### config.mk
export PLATFORM = sky130hd
export DESIGN_NAME = uart_rx_frame
export DESIGN_NICKNAME = d
export VERILOG_FILES = /design/src/rtl/uart_rx_frame_pkg.sv /design/src/rtl/uart_rx_sync.sv /design/src/rtl/uart_rx_frame.sv
export SDC_FILE = /design/constraint.sdc
export NUM_CORES = 1
export LEC_CHECK = 0
export ABC_CLOCK_PERIOD_IN_PS = 1580
export CAP_MARGIN = 10
export CORE_ASPECT_RATIO = 0.6
export CORE_MARGIN = 2
export CORE_UTILIZATION = 51
export CTS_CLUSTER_DIAMETER = 30
export DETAILED_ROUTE_END_ITERATION = 6
export PLACE_DENSITY = 0.74
export SETUP_SLACK_MARGIN = 0.5
export SLEW_MARGIN = 20
export SYNTH_ARGS = -nofsm -noshare
export SYNTH_HDL_FRONTEND = slang
export SYNTH_SLANG_ARGS = --single-unit
export TNS_END_PERCENT = 20
### constraint.sdc
create_clock -name clk -period 1.58 [get_ports clk]
set_input_delay 0.237 -clock clk [delete_from_list [all_inputs] [get_ports clk]]
set_output_delay 0.237 -clock clk [all_outputs]
set_load 0.02 [all_outputs]
### src/rtl/uart_rx_frame_pkg.sv
// Shared UART definitions: FSM state encodings, default bit timing
// and the parity helper used by both receiver and transmitter.
package uart_rx_frame_pkg;

    localparam int CLKS_PER_BIT_DEF = 16;

    typedef enum logic [2:0] {
        IDLE   = 3'd0,
        START  = 3'd1,
        DATA   = 3'd2,
        PARITY = 3'd3,
        STOP   = 3'd4,
        BREAK  = 3'd5
    } state_t;

    // Expected parity bit for up to 8 data bits; unused upper bits are zero.
    function automatic logic calc_parity(input logic [7:0] d,
                                         input logic       odd);
        return (^d) ^ odd;
    endfunction

endpackage

### src/rtl/uart_rx_sync.sv
// Two-flop synchronizer for the asynchronous rx line.
// Resets to 1 so an idle line is seen during and after reset.
module uart_rx_sync (
    input  logic clk,
    input  logic rst,
    input  logic d,
    output logic q
);

    logic meta;

    always_ff @(posedge clk or negedge rst) begin
        if (!rst) begin
            meta <= 1'b1;
            q    <= 1'b1;
        end else begin
            meta <= d;
            q    <= meta;
        end
    end

endmodule

### src/rtl/uart_rx_frame.sv
// UART receiver: mid-bit sampling, optional parity check,
// framing-error detect and break handling.
module uart_rx_frame
    import uart_rx_frame_pkg::*;
#(
    parameter int CLKS_PER_BIT = CLKS_PER_BIT_DEF,
    parameter int DATA_BITS    = 8,
    parameter int PARITY_EN    = 1,
    parameter int PARITY_ODD   = 0
) (
    input  logic                 clk,
    input  logic                 rst,
    input  logic                 rx,
    output logic [DATA_BITS-1:0] data_out,
    output logic                 data_valid,
    output logic                 parity_err,
    output logic                 frame_err,
    output logic                 busy
);

    localparam int CW = $clog2(CLKS_PER_BIT);
    localparam logic [CW-1:0] HALF_LAST = CW'(CLKS_PER_BIT / 2 - 1);
    localparam logic [CW-1:0] BIT_LAST  = CW'(CLKS_PER_BIT - 1);
    localparam logic [2:0]    IDX_LAST  = 3'(DATA_BITS - 1);

    logic                 rx_s;
    state_t               state;
    logic [CW-1:0]        cnt;
    logic [2:0]           bit_idx;
    logic [DATA_BITS-1:0] shreg;
    logic                 perr_flag;

    uart_rx_sync u_sync (
        .clk (clk),
        .rst (rst),
        .d   (rx),
        .q   (rx_s)
    );

    always_ff @(posedge clk or negedge rst) begin
        if (!rst) begin
            state      <= IDLE;
            cnt        <= '0;
            bit_idx    <= '0;
            shreg      <= '0;
            perr_flag  <= 1'b0;
            data_out   <= '0;
            data_valid <= 1'b0;
            parity_err <= 1'b0;
            frame_err  <= 1'b0;
            busy       <= 1'b0;
        end else begin
            data_valid <= 1'b0;
            unique case (state)
                IDLE: begin
                    if (!rx_s) begin
                        state     <= START;
                        cnt       <= '0;
                        perr_flag <= 1'b0;
                        busy      <= 1'b1;
                    end
                end
                START: begin
                    if (cnt == HALF_LAST) begin
                        if (rx_s) begin
                            state <= IDLE;
                            busy  <= 1'b0;
                        end else begin
                            state   <= DATA;
                            cnt     <= '0;
                            bit_idx <= '0;
                        end
                    end else begin
                        cnt <= cnt + 1'b1;
                    end
                end
                DATA: begin
                    if (cnt == BIT_LAST) begin
                        // Shift in from the top: first bit ends at the LSB.
                        shreg   <= {rx_s, shreg[DATA_BITS-1:1]};
                        cnt     <= '0;
                        bit_idx <= bit_idx + 1'b1;
                        if (bit_idx == IDX_LAST)
                            state <= (PARITY_EN != 0) ? PARITY : STOP;
                    end else begin
                        cnt <= cnt + 1'b1;
                    end
                end
                PARITY: begin
                    if (cnt == BIT_LAST) begin
                        perr_flag <= rx_s != calc_parity(8'(shreg),
                                                         PARITY_ODD != 0);
                        state     <= STOP;
                        cnt       <= '0;
                    end else begin
                        cnt <= cnt + 1'b1;
                    end
                end
                STOP: begin
                    if (cnt == BIT_LAST) begin
                        data_out   <= shreg;
                        parity_err <= perr_flag;
                        frame_err  <= ~rx_s;
                        data_valid <= 1'b1;
                        cnt        <= '0;
                        if (rx_s) begin
                            state <= IDLE;
                            busy  <= 1'b0;
                        end else begin
                            state <= BREAK;
                        end
                    end else begin
                        cnt <= cnt + 1'b1;
                    end
                end
                BREAK: begin
                    if (rx_s) begin
                        state <= IDLE;
                        busy  <= 1'b0;
                    end
                end
                default: begin
                    state <= IDLE;
                    busy  <= 1'b0;
                end
            endcase
        end
    end

endmodule

=== Word level (Yosys, flattened, before mapping) ===
Index checks and enable logic that the tools add are counted.
W data, S select, Z words.

* Latch bits: 0
* Memory bits (writable): 0
* Bits in read-only memories: 0
* Output and inout port bits: 12
* Memories: 0
* Register bits after elaboration: 33

* Muxes and demuxes: 28
* Shift-type cells: 0
* Reduce and logical (&&, ||, !) cells: 13
* Divide/modulo/power cells: 0
* Magnitude comparators: 0
* Eq/ne operators: 17
* Bitwise gates (word level): 2
* Multipliers: 0
* Add/sub/neg operators: 2

{| class="wikitable"
|+ Operators by type and width
! cell !! number
|-
| $mux W3 || 11
|-
| $pmux W3 S6 || 1
|-
| $ne A2 B2 Y1 const B || 7
|-
| $mux W4 || 3
|-
| $pmux W4 S3 || 1
|-
| $eq A3 B3 Y1 const B || 3
|-
| $mux W1 || 8
|-
| $reduce_and A4 Y1 || 2
|-
| $reduce_xor A8 Y1 || 1
|-
| $reduce_and A7 Y1 || 1
|-
| $eq A3 B2 Y1 const B || 2
|-
| $pmux W3 S2 || 1
|-
| $pmux W1 S5 || 1
|-
| $add A4 B1 Y4 const B || 1
|-
| $eq A4 B3 Y1 const B || 1
|-
| $eq A4 B4 Y1 const B || 1
|-
| $reduce_and A2 Y1 || 2
|-
| $reduce_bool A2 Y1 || 2
|-
| $add A3 B1 Y3 const B || 1
|-
| $eq A3 B1 Y1 const B || 1
|-
| $logic_not A3 Y1 || 1
|-
| $reduce_and A3 Y1 || 1
|-
| $reduce_bool A3 Y1 || 1
|-
| $reduce_or A3 Y1 || 1
|-
| 6 further kinds || 7
|}

=== Logic depth before layout (Yosys ltp) ===
Gate-level depths: netlist of the first run.

* Word-level depth: 4
* Mapped depth: 7
* Mapped depth without buffers: 5

=== Hierarchy ===
From an unflattened synthesis of the first run, not the netlist that was laid out.

* Cell total of the unflattened synthesis: 149
* Area total of the unflattened synthesis: 1,709.1 µm²

{| class="wikitable"
|+ Modules (own cells, without submodules)
! module !! cells an instance !! times used !! area each (µm²)
|-
| uart_rx_frame || 147 || 1 || 1,656.6
|-
| uart_rx_sync || 2 || 1 || 52.6
|}

=== Worst setup path after synthesis of the first run ===
OpenSTA, ideal clock, no wires.

* Path kind: flip-flop to flip-flop
* Start point: register cnt[0]
* End point: register data_out[0]
* Data arrival time: 1.469 ns
* Required time: 1.455 ns
* Path buffers: 2
* Path slack: -0.014 ns
* Library setup time: 0.125 ns
* Cell stages (with the launch flop): 7
* Path through: dfrtp_1 > ha_1 > buf_4 > and3_4 > nand3_2 > buf_6 > mux2_4

* Longest elaborated chain between the ends: 2

{| class="wikitable"
|+ Ends and longest elaborated chain
! what !! RTL line !! text
|-
| start, declared || uart_rx_frame.sv:28 || <nowiki>logic [CW-1:0] cnt;</nowiki>
|-
| start signal, assigned || uart_rx_frame.sv:74 || <nowiki>cnt <= cnt + 1'b1;</nowiki>
|-
| start signal, assigned || uart_rx_frame.sv:86 || <nowiki>cnt <= cnt + 1'b1;</nowiki>
|-
| start signal, assigned || uart_rx_frame.sv:96 || <nowiki>cnt <= cnt + 1'b1;</nowiki>
|-
| $eq A4 B4 Y1 || uart_rx_frame.sv:100 || <nowiki>if (cnt == BIT_LAST) begin</nowiki>
|-
| $reduce_and A2 Y1 (no source line) || n/a ||
|-
| end signal, assigned || uart_rx_frame.sv:101 || <nowiki>data_out <= shreg;</nowiki>
|-
| end, declared || uart_rx_frame.sv:14 || <nowiki>output logic [DATA_BITS-1:0] data_out,</nowiki>
|}

Every way passes these cells.
A chain may end at the register's enable or synchronous reset.

=== Worst setup path in the final report of the first run ===
* Start point: register cnt[1]
* End point: register shreg[0]

* Longest elaborated chain between the ends: 2

{| class="wikitable"
|+ Ends and longest elaborated chain
! what !! RTL line !! text
|-
| $eq A4 B4 Y1 || uart_rx_frame.sv:78 || <nowiki>if (cnt == BIT_LAST) begin</nowiki>
|-
| $reduce_and A2 Y1 (no source line) || n/a ||
|-
| end signal, assigned || uart_rx_frame.sv:80 || <nowiki>shreg <= {rx_s, shreg[DATA_BITS-1:1]};</nowiki>
|-
| end, declared || uart_rx_frame.sv:30 || <nowiki>logic [DATA_BITS-1:0] shreg;</nowiki>
|}

Every way passes these cells.

==> run_results.csv, run 1 <==
group,metric,value,unit
outcome,status,"finished, violations left",
outcome,failed_checks,"negative setup slack",
synth,avgSynthCellArea,12.37,µm²
cts,cts_made_buffers,5,
cts,clockBufferDepth,2,
floorplanning,fp.coreArea,3263,µm²
synth,synth_top_area_cell,"dfrtp_1",
critical_path,reg2reg_slack,-40,ps
timing,max_freq,617.3,MHz
global_route,track_usage,22.13,%
synth,synth_cell_types,45,
synth,ys_ff_latch,33,
timing,rsz0062_at_grt,"true",
critical_path,r2r-start,"cnt[1]$_DFFE_PN0P_",
placed_design,dpl.hpwl,2619,µm
floorplanning,fp.dieArea,3919,µm²
floorplanning,die_h,49.30,µm
job,drv_cap,0,
routing,wire_per_inst,18.59,µm
global_route,grt_pass1_wl,6382,µm
timing,finalCritPeriodShare,102.5,%
finish,area_delta_synth_final,28.34,%
routing,dr.first_iter.drc_count,57,
synth,synthTopCellsByCount,"dfrtp_1, mux2_4, mux2_1, nand2_1",
floorplanning,start_util,53.45,%
finish,nFillCells,222,
synth,synthCells,141,
routing,ant_nets,0,
cts,hold_buffers,0,
timing,slew_viol_final,0,
synth,synth-compound-area-share,12.55,%
critical_path,reg2reg_depth,5,
synth,synth_mux_area_share,15.14,%
cts,htreeDepth,2,
global_route,grt_pass1_vias,1265,
timing,slew_headroom,75.68,%
critical_path,r2r_end,"shreg[0]$_DFFE_PN0P_",
timing,hold_viol_final,0,
global_route,grt_remaining_overflow,0,
synth,synth_top_area_share,44.48,%
finish,drive_above_1_share,45.98,%
synth,ys_top_cells_by_area,"dfrtp_1, mux2_4, mux2_1, dfstp_2, mux2_2",
synth,synth_top_family_by_area,"multiplexers",
finish,fin_nets,179,
cts,insertion_delay,290,ps
synth,ys.flop_type,"dfrtp_1",
finish,post-route-util,68.60,%
global_route,antenna_found_initial,0,
timing,fin_crit,1620,ps
synth,synth_nets,147,
synth,yosysMostFrequentCell,"dfrtp_1",
floorplanning,pin_count,15,
cts,cts_tree,"yes",
critical_path,cp-start-kind,"flop",
synth,synthAdderAreaFrac,2.152,%
floorplanning,die_w,79.50,µm
critical_path,cp.required,1760,ps
critical_path,endpoint,"shreg[0]$_DFFE_PN0P_",
synth,async_flop_share,100.0,%
placed_design,place_area,1991,µm²
timing,timing.final.ws_setup,-39.99,ps
critical_path,cp_max_fo,8,
global_route,grt_max_degree,18,
placed_design,post-place-ws,-52.82,ps
floorplanning,rows,16,
routing,vias,1300,
timing,setup_viol,9,
synth,synth_area,1744,µm²
routing,dr.pass1.iters,4,
timing,tightestPinTransition,360.3,ps
critical_path,worst_setup_path_end_kind,"flop",
placed_design,gp_congestion,0.8370,
routing,viasPerCell,5.936,
synth,synth_xor_area_share,4.806,%
cts,root_buffer,"clkbuf_8",
synth,ys_seq_area_share,47.49,%
critical_path,worstPathArrival,1800,ps
placed_design,port_buffers,14,
finish,diodes,0,
cts,clkSlewWorstSetupHoldPaths,70,ps
pwr,p_per_area,1418,nW/µm²
finish,fin_area,2238,µm²
pwr,ir_worst_vdd,1095,µV
critical_path,path_class,"reg -> reg",
routing,drc,0,
routing,routed_wl,4071,µm
cts,clock-sinks,33,
timing,skew,5.900,ps
synth,synth_edf_count,0,
synth,ys_warn_count,0,
synth,yosys.area_share.simple,12.12,%
pwr,leakage,1.099,nW
critical_path,cp-startpoint,"cnt[1]$_DFFE_PN0P_",
worst_hold_path,hp-class,"in -> async",
==> final cells by class <==
type	instances	area, µm²	area share, %
clock buffer	7	86.33	3.857
sequential	33	834.6	37.28
timing repair buffer	37	325.3	14.53
inverter	4	15.01	0.6708
clock inverter	1	30.03	1.342
tap	45	56.30	2.515
multi-input combinational	92	890.9	39.80
==> critical path, cell delays in order (launching register included) <==
cell and delay, ps:
dfrtp_1 420, ha_4 180, nand4_1 140, nor3_2 230, buf_6 220, mux2_4 320
==> worst min-delay path by stage <==
| stage | to | cells after the start | slack, ps | start |
|---|---|---|---|---|
| 2_1_floorplan | bit_idx[0]$_DFFE_PN0P_ | 0 | -60 | rst |
| 3_3_place_gp | u_sync.q$_DFF_PN1_ | 0 | 350 | u_sync.meta$_DFF_PN1_ |
| 3_5_place_dp | u_sync.q$_DFF_PN1_ | 0 | 350 | u_sync.meta$_DFF_PN1_ |
| 4_1_cts | data_out[2]$_DFFE_PN0P_ | 1 | 220 | rst |
| 5_1_grt | data_out[2]$_DFFE_PN0P_ | 1 | 250 | rst |
| 6_report | data_out[2]$_DFFE_PN0P_ | 1 | 210 | rst |
==> where the power goes <==
group          switching, mW  leakage (nW)  total (mW)  internal, mW
sequential             0.207         0.432        1.18         0.970
combinational          0.523         0.609        1.17         0.646
clock                  0.314        0.0585       0.828         0.514
total                   1.04          1.10        3.17          2.13
==> stage by stage <==
| step | cells | TNS [ps] | hold slack (ps) | power, mW |
|---|---|---|---|---|
| floorplan | 141 | 0 | -58.59 | 1.851 |
| global placement | 205 | 0 | 348.4 | 2.070 |
| detailed placement | 205 | -338.0 | 349.5 | 2.130 |
| CTS | 215 | -288.3 | 219.2 | 3.013 |
| global route | 219 | -395.0 | 249.9 | 3.295 |
| finish | 219 | -258.4 | 210.5 | 3.173 |
==> state kept, by name, summed over array words and instances, names as in the netlist, 3 cells and up <==
register	count
bit_idx	3
cnt	4
data_out	8
shreg	8
state	3
==> routing by layer <==
metal,vias up,track usage (%),part of all wire (%)
met5,-,0,0
met4,0,10.34,1.8
met2,50,34.45,48
met1,660,29.43,46
li1,579,-,-
met3,11,5.000,4.7
==> timing repair <==
action,4_1_cts,5_1_grt
buffers inserted,2,4
resized for setup,74,20
endpoints found under the setup margin,43,41
pin swaps,14,5
==> cell families (layout without fill, tap and decap cells) <==
logic type                 count (synthesis)  count (layout)
adders and majority gates                  3               3
and+or+nand+nor                           30              30
AOI/OAI and AO/OA                         30              30
DFF                                       33              33
muxes                                     21              21
buffers and inverters                     16              49
xor gates and xnor gates                   8               8
==> placed cells by master, fill, tap and decap left out, types with 3 or more instances in the layout <==
cell	netlist	final
nor3_1	3	3
mux2_4	8	19
nor2_1	6	5
xor2_1	3	3
o21ai_0	6	5
clkbuf_8	0	6
dfrtp_1	31	26
buf_4	3	22
a31oi_1	3	3
o21ai_1	2	3
nand2_1	7	7
a22o_1	3	3
inv_1	4	3
xnor2_1	4	4
dfrtp_2	0	5
buf_6	3	12
Power figures use the tool's default switching activity.
==> run 2, diff against run 1 <==
- CORE_ASPECT_RATIO: 0.6 -> 0.75
==> run 2 against run 1 <==
The run still ends with negative setup slack left. Clock power decreased by 1%. Sequential share of layout area decreased by 0.89 points. Count of clock-buffer cells in the layout unchanged. Total power about the same. Sequential cell count unchanged. Critical path type unchanged. Highest routed layer unchanged.
==> run_results.csv, run 2 (same netlist as run 1, synthesis figures left out) <==
group,metric,value,unit
outcome,status,"finished, violations left",
outcome,failed_checks,"negative setup slack",
global_route,grt_remaining_overflow,0,
cts,clock-sinks,33,
routing,vias,1234,
global_route,grt_max_degree,34,
placed_design,dp_cells,199,
timing,finalSetupTns,-11.93,ps
job,drv_cap,0,
timing,finalCritPeriodShare,100.4,%
critical_path,worst_setup_path_end_kind,"flop",
cts,cts_tree,"yes",
global_route,grt_pass1_vias,1268,
cts,root_buffer,"clkbuf_8",
critical_path,reg2reg_depth,5,
finish,fin_area,2290,µm²
routing,dr.pass1.iters,5,
critical_path,cp.required,1750,ps
critical_path,reg2reg_slack,-6,ps
floorplanning,die_w,71.53,µm
floorplanning,die_h,54.65,µm
critical_path,r2r-start,"cnt[1]$_DFFE_PN0P_",
finish,final_cell_mix,"dfrtp_1, mux2_4, buf_6",
finish,final_cells,211,
critical_path,r2r_end,"shreg[0]$_DFFE_PN0P_",
worst_hold_path,hp-class,"in -> async",
pwr,ir_worst_vdd,833.3,µV
timing,skew,6.649,ps
critical_path,worstPathArrival,1750,ps
placed_design,gp_congestion,0.9047,
floorplanning,start_util,53.04,%
pwr,p_per_area,1387,nW/µm²
routing,routed_wl,3811,µm
global_route,track_usage,21.66,%
timing,slew_viol_final,0,
floorplanning,fp.dieArea,3908,µm²
timing,fin_crit,1586,ps
routing,ant_nets,0,
timing,setup_viol,3,
timing,slew_headroom,80.41,%
routing,wire_per_inst,18.06,µm
finish,top_regs,"data_out x8, shreg x8, cnt x4",
floorplanning,pin_count,15,
finish,area_delta_synth_final,31.28,%
floorplanning,rows,18,
cts,cts_made_buffers,5,
timing,timing.final.ws_setup,-5.782,ps
cts,htreeDepth,2,
pwr,power.total,3.176,mW
floorplanning,fp.coreArea,3288,µm²
timing,max_freq,630.6,MHz
placed_design,dpl.hpwl,2269,µm
finish,drive_above_1_share,48.54,%
critical_path,path_class,"reg -> reg",
critical_path,cp-start-kind,"flop",
routing,drc,0,
global_route,antenna_found_initial,0,
finish,diodes,0,
cts,clockBufferDepth,2,
timing,tightestPinTransition,290.1,ps
placed_design,port_buffers,14,
critical_path,cp_max_fo,8,
timing,hold_viol_final,0,
cts,insertion_delay,280,ps
finish,fin_nets,176,
pwr,leakage,1.110,nW
routing,dr.first_iter.drc_count,58,
finish,final_common_cell,"dfrtp_1",
placed_design,place_area,1989,µm²
routing,viasPerCell,5.848,
timing,rsz0062_at_grt,"true",
cts,hold_buffers,0,
cts,clkSlewWorstSetupHoldPaths,70,ps
global_route,grt_pass1_wl,6175,µm
run 2: layout make-up:
cell class	count	area, µm²
Multi-Input combinational cell	92	944.7
Fill cell	227	998.5
Tap cell	40	50.05
Timing Repair Buffer	34	330.3
Clock buffer	7	86.33
Inverter	4	15.01
Clock inverter	1	30.03
Sequential cell	33	833.3
run 2: how the worst max path moves through the flow:
stage / startpoint / to / slack [ps]
2_1_floorplan: cnt[1]$_DFFE_PN0P_ / shreg[7]$_DFFE_PN0P_ / 10
3_3_place_gp: cnt[0]$_DFFE_PN0P_ / shreg[4]$_DFFE_PN0P_ / 60
3_5_place_dp: cnt[1]$_DFFE_PN0P_ / cnt[0]$_DFFE_PN0P_ / -30
4_1_cts: cnt[1]$_DFFE_PN0P_ / shreg[6]$_DFFE_PN0P_ / -20
5_1_grt: cnt[0]$_DFFE_PN0P_ / shreg[6]$_DFFE_PN0P_ / -90
6_report: cnt[1]$_DFFE_PN0P_ / shreg[0]$_DFFE_PN0P_ / -6
run 2: power breakdown:
part           switching [mW]  total [mW]  leakage (nW)  internal (mW)
Sequential              0.200        1.17         0.433          0.967
Combinational           0.528        1.19         0.618          0.661
Clock                   0.306       0.820        0.0585          0.514
run 2: metrics by stage:
step | hold WS [ps] | utilization (%) | worst slack (ps)
CTS | 322.0 | 66.82 | -18.69
global placement | 349.3 | 60.50 | 55.21
global route | 328.3 | 69.63 | -92.29
finish | 306.4 | 69.63 | -5.782
floorplan | -58.59 | - | 14.08
detailed placement | 354.0 | 60.50 | -33.67
run 2: layer usage:
| layer | global-route usage (%) | wire [µm] | vias to the layer above |
|---|---|---|---|
| li1 | - | - | 576 |
| met1 | 26.64 | 1681 | 619 |
| met2 | 34.72 | 1898 | 29 |
| met3 | 6.630 | 161 | 10 |
| met4 | 11.95 | 69 | 0 |
| met5 | 0 | 0 | - |
run 2: what timing repair did:
action,4_1_cts,5_1_grt
pin swaps,21,15
setup buffers,2,2
setup endpoints to repair,43,42
gates resized for setup,82,24
hold endpoints to repair,0,0
run 2: critical path, stage by stage, from the launching register on:
cell and delay [ps]:
dfrtp_1 400, ha_4 180, nand4_1 160, nor3_2 210
buf_6 200, mux2_4 310
==> run 3, diff against run 2 <==
- ABC_CLOCK_PERIOD_IN_PS: 1580 -> 1800
- CAP_MARGIN: 10 -> unset
- CORE_UTILIZATION: 51 -> 57
- PLACE_DENSITY: 0.74 -> 0.78
- clock period: 1.58 -> 1.8 ns (I/O delays scaled with it)
==> run 3 against run 2 <==
The flow now finishes without violations. Via count rose by 1.5%. First-iteration DRC count rose by 31%. Sequential share of layout area rose by 2.9 points. Total power fell by 21%. Sequential power fell by 13%. Sequential cell count did not move. Count of clock-buffer cells in the layout fell by 1. Critical path depth did not move. Design area fell by 7.5%. Fmax fell by 3.1%. Cell count fell by 2.8%. Highest routed layer unchanged.
==> run_results.csv, run 3 (same netlist as run 1, synthesis figures left out) <==
group,metric,value,unit
timing,finalSetupTns,0,ps
routing,viasPerCell,6.112,
cts,htreeDepth,2,
global_route,antenna_found_initial,0,
critical_path,path_cells,"buf_6, nand4_1, nor3_2, buf_4, mux2_4",
routing,vias,1253,
placed_design,gp_congestion,0.8571,
floorplanning,rows,17,
cts,clockBufferDepth,2,
critical_path,reg2reg_slack,160,ps
placed_design,port_buffers,14,
critical_path,crit_family,"simple AND/OR/NAND/NOR gates",
critical_path,cp_max_fo,5,
timing,skew,6.568,ps
timing,slew_viol_final,0,
critical_path,critPathBufInv,2,
outcome,status,"finished, final reports clean",
critical_path,worstPathArrival,1810,ps
finish,final_common_cell,"dfrtp_1",
finish,drive_above_1_share,34.13,%
critical_path,critPathMaxStageDelay,440,ps
global_route,grt_remaining_overflow,0,
finish,top_regs,"data_out x8, shreg x8, cnt x4",
finish,diodes,0,
timing,setup_viol,0,
timing,holdWs,355.1,ps
floorplanning,die_w,67.88,µm
cts,cts_made_buffers,5,
cts,clock-sinks,33,
critical_path,cp.required,1970,ps
cts,insertion_delay,290,ps
critical_path,path_class,"reg -> reg",
timing,rsz0062_at_grt,"true",
finish,area_delta_synth_final,21.45,%
floorplanning,fp.coreArea,2935,µm²
cts,cts_tree,"yes",
critical_path,worst_setup_path_end_kind,"flop",
timing,hold_viol_final,0,
timing,slew_headroom,71.43,%
pwr,ir_worst_vdd,742.1,µV
timing,fin_crit,1637,ps
critical_path,cp-start-kind,"flop",
finish,final_cells,205,
timing,timing.final.ws_setup,162.7,ps
routing,routed_wl,3821,µm
global_route,track_usage,24.91,%
global_route,grt_pass1_vias,1230,
floorplanning,fp.dieArea,3523,µm²
cts,clkSlewWorstSetupHoldPaths,70,ps
routing,dr.pass1.iters,4,
finish,post-route-util,72.17,%
job,drv_cap,0,
routing,ant_nets,0,
floorplanning,pin_count,15,
finish,final_cell_mix,"dfrtp_1, mux2_4, buf_4",
cts,root_buffer,"clkbuf_8",
global_route,grt_pass1_wl,6147,µm
pwr,power.total,2.510,mW
finish,fin_area,2118,µm²
timing,max_freq,610.8,MHz
placed_design,dp_cells,188,
routing,dr.first_iter.drc_count,76,
worst_hold_path,hp-class,"reg -> reg",
pwr,p_per_area,1185,nW/µm²
finish,fin_nets,172,
floorplanning,start_util,59.42,%
placed_design,post-place-ws,75.59,ps
pwr,leakage,1.024,nW
global_route,grt_max_degree,34,
placed_design,dpl.hpwl,2214,µm
routing,drc,0,
timing,finalCritPeriodShare,90.96,%
routing,wire_per_inst,18.64,µm
critical_path,cp_slowest_cell,"dfrtp_2",
floorplanning,die_h,51.91,µm
placed_design,place_area,1907,µm²
timing,tightestPinTransition,428.5,ps
-- run 3: cell types whose count changed in the layout (fill, tap and decap cells not counted), sizes merged --
| cell | previous run | this run |
|---|---|---|
| buf | 32 | 16 |
| bufinv | 1 | 0 |
| clkbuf | 7 | 6 |
| clkdlybuf4s50 | 2 | 13 |
| clkinv | 0 | 2 |
| dlygate4sd2 | 0 | 1 |
-- run 3: worst reg2reg max path: cells and delay by family, from the launching register on --
kind	cells	cell delay (ps)
muxes	1	300
and+or+nand+nor	2	460
buffers and inverters	2	330
DFF	1	440
-- run 3: what timing repair did --
| action | in CTS | in global routing |
|---|---|---|
| hold buffers | 0 | 0 |
| endpoints found under the setup margin | 43 | 41 |
| buffers inserted | 5 | 3 |
| gates cloned | 1 | 0 |
| resized for setup | 13 | 7 |
| pin swaps | 0 | 4 |
-- run 3: final timing paths --
path,startpoint,end,depth (start not counted)
worst max-delay path,state[1]$_DFFE_PN0P_,shreg[7]$_DFFE_PN0P_,5
min in group asynchronous,rst,cnt[3]$_DFFE_PN0P_,2
worst max register to register,state[1]$_DFFE_PN0P_,shreg[7]$_DFFE_PN0P_,5
worst min-delay path,u_sync.meta$_DFF_PN1_,u_sync.q$_DFF_PN1_,0
worst min register to register,u_sync.meta$_DFF_PN1_,u_sync.q$_DFF_PN1_,0
max in group asynchronous,rst,u_sync.meta$_DFF_PN1_,2
-- run 3: report_power, final --
| group | switching, mW | internal, mW |
|---|---|---|
| combinational | 0.429 | 0.526 |
| sequential | 0.172 | 0.850 |
| clock | 0.265 | 0.268 |
| total | 0.866 | 1.64 |
-- run 3: cell type report --
cell class                 instances  area, µm²
multi-input combinational         92      873.3
sequential                        33      833.3
fill                             205      817.0
timing repair buffer              30      266.5
clock buffer                       6      72.57
tap                               38      47.55
inverter                           4      15.01
clock inverter                     2      10.01
-- run 3: layer usage --
| layer | vias up | wire (µm) | track usage, % |
|---|---|---|---|
| met5 | - | 0 | 0 |
| met3 | 2 | 306 | 9.091 |
| li1 | 560 | - | - |
| met2 | 54 | 1802 | 35.13 |
| met4 | 0 | 27 | 11.33 |
| met1 | 637 | 1683 | 34.24 |
==> variant 1 (settings of run 2) <==
Change the parameter `DATA_BITS` from 8 to 12.
--- a/src/rtl/uart_rx_frame.sv
+++ b/src/rtl/uart_rx_frame.sv
@@ -4,7 +4,7 @@
     import uart_rx_frame_pkg::*;
 #(
     parameter int CLKS_PER_BIT = CLKS_PER_BIT_DEF,
-    parameter int DATA_BITS    = 8,
+    parameter int DATA_BITS    = 12,
     parameter int PARITY_EN    = 1,
     parameter int PARITY_ODD   = 0
 ) (
Interface: changed (resized data_out); port bits go from 15 to 19. The function was not compared with the original's and may differ.
==> variant 1 against run 2 <==
- the run still ends with setup timing left
- area after synthesis rose by 18%
- sequential cell count rose by 8
- first-iteration DRC count rose to 3.3 times the old value
- via count rose by 30%
- largest power group unchanged
- routed wire length rose by 31%
- non-clock buffer count rose by 18
- final area rose by 20%
- total power rose by 12%
- global-route usage rose by 2.0 points
- worst setup slack got worse by 0.11 ns
==> variant 1: results (changes against run 2) <==
{| class="wikitable"
! Metric !! Value
|-
| Leak Pwr || 1.31 nW (was 1.11 nW)
|-
| Sequential-to-total area share from yosys stat || 50.1% (was 47.5%)
|-
| Clock latency on the worst-skew pair || 0.30 ns (was 0.28 ns)
|-
| Max_slew headroom || 76.2% (was 80.4%)
|-
| Pin count of the biggest net entering global routing || 26 (was 34)
|-
| Worst Reg2Reg Path Length in Cells || 6 (was 5)
|-
| Number of nets produced by synthesis || 182 (was 147)
|-
| Final design utilization || 73.4% (was 69.6%)
|-
| Count of filler cells inserted in the layout || 253 (was 227)
|-
| Result of the run || finished with violations (unchanged)
|-
| Detailed Routing Iterations Pass 1 || 4 (was 5)
|-
| Grt met3 use || 5.67% (was 6.63%)
|-
| Global-route usage over all layers || 23.7% (was 21.7%)
|-
| Overall routed net length || 4980 µm (was 3810 µm)
|-
| Met1 Resource Use GR || 32.0% (was 26.6%)
|-
| Final RePlAce weighted congestion || 0.894 (was 0.905)
|-
| Destination of the critical timing path || shreg[5] (was shreg[0])
|-
| Mux cell area share after synthesis || 14.2% (was 15.1%)
|-
| Post-CTS setup buffer count || 6 (was 2)
|-
| Length of routed wiring on met1 || 2190 µm (was 1680 µm)
|-
| Min-delay worst type || input port to flop (was input port to async pin)
|-
| Maximum ir drop on the vdd rail || 0.000914 V (was 0.000833 V)
|-
| WL met2 || 2380 µm (was 1900 µm)
|-
| 1st-iter DRT viols || 191 (was 58)
|-
| Data arrival time of the critical path || 1.89 ns (was 1.75 ns)
|-
| Number of failing setup endpoints in the final timing report || 19 (was 3)
|-
| Ratio of cells with drive above 1 in the final layout || 48.4% (was 48.5%)
|-
| Estimated wirelength of the detail-placed design || 3100 µm (was 2270 µm)
|-
| XOR/XNOR share of the synthesized area || 3.66% (was 4.81%)
|-
| Worst setup margin || -0.117 ns (was -0.00578 ns)
|-
| First-pass GRT wire length || 8200 µm (was 6180 µm)
|-
| DR vias/cell || 5.89 (was 5.85)
|-
| Number of port buffers || 18 (was 14)
|-
| Violations in the final reports || setup timing (unchanged)
|-
| Net count, final || 226 (was 176)
|-
| Arithmetic-cell share of the synthesized area counting full adders, half adders and majority gates || 1.83% (was 2.15%)
|}
[variant 1: cell count changes after synthesis, sizes merged, moves of 3 or more]
cell    delta
dfrtp      +8
nand2      +3
nand3b     +3
a21oi      +4
nor3b      +3
a32oi      +3
mux2       +6
buf        -4
clkbuf     +8
[variant 1: report_power, final]
group	switching [mW]	internal, mW
combinational	0.806	0.780
clock	0.384	0.305
sequential	0.114	1.17
[variant 1: cells by family (layout without fill, tap and decap cells)]
group | Yosys count | in the layout
flops | 41 | 41
simple gates | 41 | 42
compound gates | 38 | 38
mux | 26 | 26
buf+inv | 20 | 64
xor+xnor | 7 | 7
fa+ha+maj | 3 | 3
[variant 1: final cells by class]
cell class,count,area share (%)
Timing Repair Buffer,52,16.7
Multi-Input combinational cell,116,39.9
Sequential cell,41,37.3
Clock buffer,5,2.50
Inverter,4,0.544
Tap cell,52,2.36
Clock inverter,3,0.635
==> variant 2 (flow settings as in run 2) <==
Without the edit above. Put one more register stage on the output `data_valid`, with the module's reset. The value now appears one clock later. The other outputs are not delayed to match.
--- a/src/rtl/uart_rx_frame.sv
+++ b/src/rtl/uart_rx_frame.sv
@@ -23,6 +23,8 @@
     localparam logic [CW-1:0] BIT_LAST  = CW'(CLKS_PER_BIT - 1);
     localparam logic [2:0]    IDX_LAST  = 3'(DATA_BITS - 1);
 
+    logic data_valid_s0;
+
     logic                 rx_s;
     state_t               state;
     logic [CW-1:0]        cnt;
@@ -45,12 +47,12 @@
             shreg      <= '0;
             perr_flag  <= 1'b0;
             data_out   <= '0;
-            data_valid <= 1'b0;
+            data_valid_s0 <= 1'b0;
             parity_err <= 1'b0;
             frame_err  <= 1'b0;
             busy       <= 1'b0;
         end else begin
-            data_valid <= 1'b0;
+            data_valid_s0 <= 1'b0;
             unique case (state)
                 IDLE: begin
                     if (!rx_s) begin
@@ -101,7 +103,7 @@
                         data_out   <= shreg;
                         parity_err <= perr_flag;
                         frame_err  <= ~rx_s;
-                        data_valid <= 1'b1;
+                        data_valid_s0 <= 1'b1;
                         cnt        <= '0;
                         if (rx_s) begin
                             state <= IDLE;
@@ -127,5 +129,13 @@
         end
     end
 
+    always_ff @(posedge clk or negedge rst) begin
+        if (!rst) begin
+            data_valid <= '0;
+        end else begin
+            data_valid <= data_valid_s0;
+        end
+    end
+
 endmodule
 
Check against the original RTL: no difference found for any inputs over 10 cycles, from zero or initial values and one cycle with rst low; that may be too few to reach the edited logic, so the function may still have changed.
==> variant 2 against run 2 <==
- the run still ends with setup timing left
- total power decreased by 2.3%
- worst setup slack lost 0.073 ns
- final area shrank 1.4%
- sequential cell count up 1
- area after synthesis is 0.79% higher
- routed wire length up 0.52%
- via count is 11% higher
- combinational power rose by 13%
==> variant 2: results (changes against run 2) <==
{| class="wikitable"
! Metric !! Value
|-
| Result of the run || finished with violations (unchanged)
|-
| Violations in the final reports || setup timing (unchanged)
|-
| Total clock network power || 664 µW (was 820 µW)
|-
| Met1 Resource Use GR || 27.4% (was 26.6%)
|-
| Worst setup margin || -0.0793 ns (was -0.00578 ns)
|-
| Maximum ir drop on the vdd rail || 0.000910 V (was 0.000833 V)
|-
| Clock tree cell share of total cell area || 4.21% (was 5.08%)
|-
| Data arrival time of the critical path || 1.83 ns (was 1.75 ns)
|-
| Count of filler cells inserted in the layout || 238 (was 227)
|-
| Internal power || 2.01 mW (was 2.14 mW)
|-
| Area of the multi-input gates || 861 µm² (was 945 µm²)
|-
| Vias post-DR || 1371 (was 1234)
|-
| Clock share of power || 21.4% (was 25.8%)
|-
| Setup Total Neg Slack || -0.503 ns (was -0.0119 ns)
|-
| Critical Path Max Stage Delay || 0.35 ns (was 0.40 ns)
|-
| Fin Clk Skew || 0.00475 ns (was 0.00665 ns)
|-
| Final RePlAce weighted congestion || 0.901 (was 0.905)
|-
| Number of distinct library cells after synthesis || 46 (was 45)
|-
| Number of failing setup endpoints in the final timing report || 9 (was 3)
|-
| Net count, final || 199 (was 176)
|-
| Most used standard cells in the synthesized netlist || sky130_fd_sc_hd__dfrtp_1 (32), sky130_fd_sc_hd__mux2_2 (11), sky130_fd_sc_hd__nand2_1 (10) (was sky130_fd_sc_hd__dfrtp_1 (31), sky130_fd_sc_hd__mux2_4 (8), sky130_fd_sc_hd__mux2_1 (7), sky130_fd_sc_hd__nand2_1 (7))
|-
| Ratio of cells with drive above 1 in the final layout || 45.4% (was 48.5%)
|-
| Detailed Routing Iterations Pass 1 || 4 (was 5)
|-
| Pin count of the biggest net entering global routing || 35 (was 34)
|-
| Compound-Gate Fraction of Synth Area || 15.1% (was 12.6%)
|-
| Layout inverter count without the clock tree || 5 (was 4)
|-
| Met3 routed WL || 251 µm (was 161 µm)
|-
| Actual transition at the worst max-transition pin || 0.350 ns (was 0.290 ns)
|-
| XOR/XNOR share of the synthesized area || 4.27% (was 4.81%)
|-
| WL met2 || 1760 µm (was 1900 µm)
|-
| First-pass GRT wire length || 6130 µm (was 6180 µm)
|}
## variant 2: through the flow
stage / setup WS (ns) / instance area (µm²) / std cells / utilization [%]
after floorplan: -0.172 / 1760 / 153 / -
after global placement: -0.0698 / 2150 / 225 / 65.3
after detailed placement: -0.128 / 2150 / 225 / 65.3
after CTS: -0.0852 / 2250 / 234 / 68.5
after global routing: -0.167 / 2260 / 234 / 68.6
final: -0.0793 / 2260 / 234 / 68.6
## variant 2: worst paths after layout
check,depth (start not counted),startpoint,slack (ns),end
max,6,cnt[1],-0.08,shreg[3]
min,2,rst,0.31,busy
max reg2reg,6,cnt[1],-0.08,shreg[3]
min reg2reg,0,u_sync.meta,0.36,u_sync.q
max in group asynchronous,2,rst,1.01,u_sync.meta
min in group clk,1,rx,0.36,u_sync.meta
## variant 2: what timing repair did
action                                  CTS  global route
setup buffers                             1             0
hold endpoints to repair                  0             0
endpoints found under the setup margin   43            39
pin swaps                                16             0
gates resized for setup                  66             1
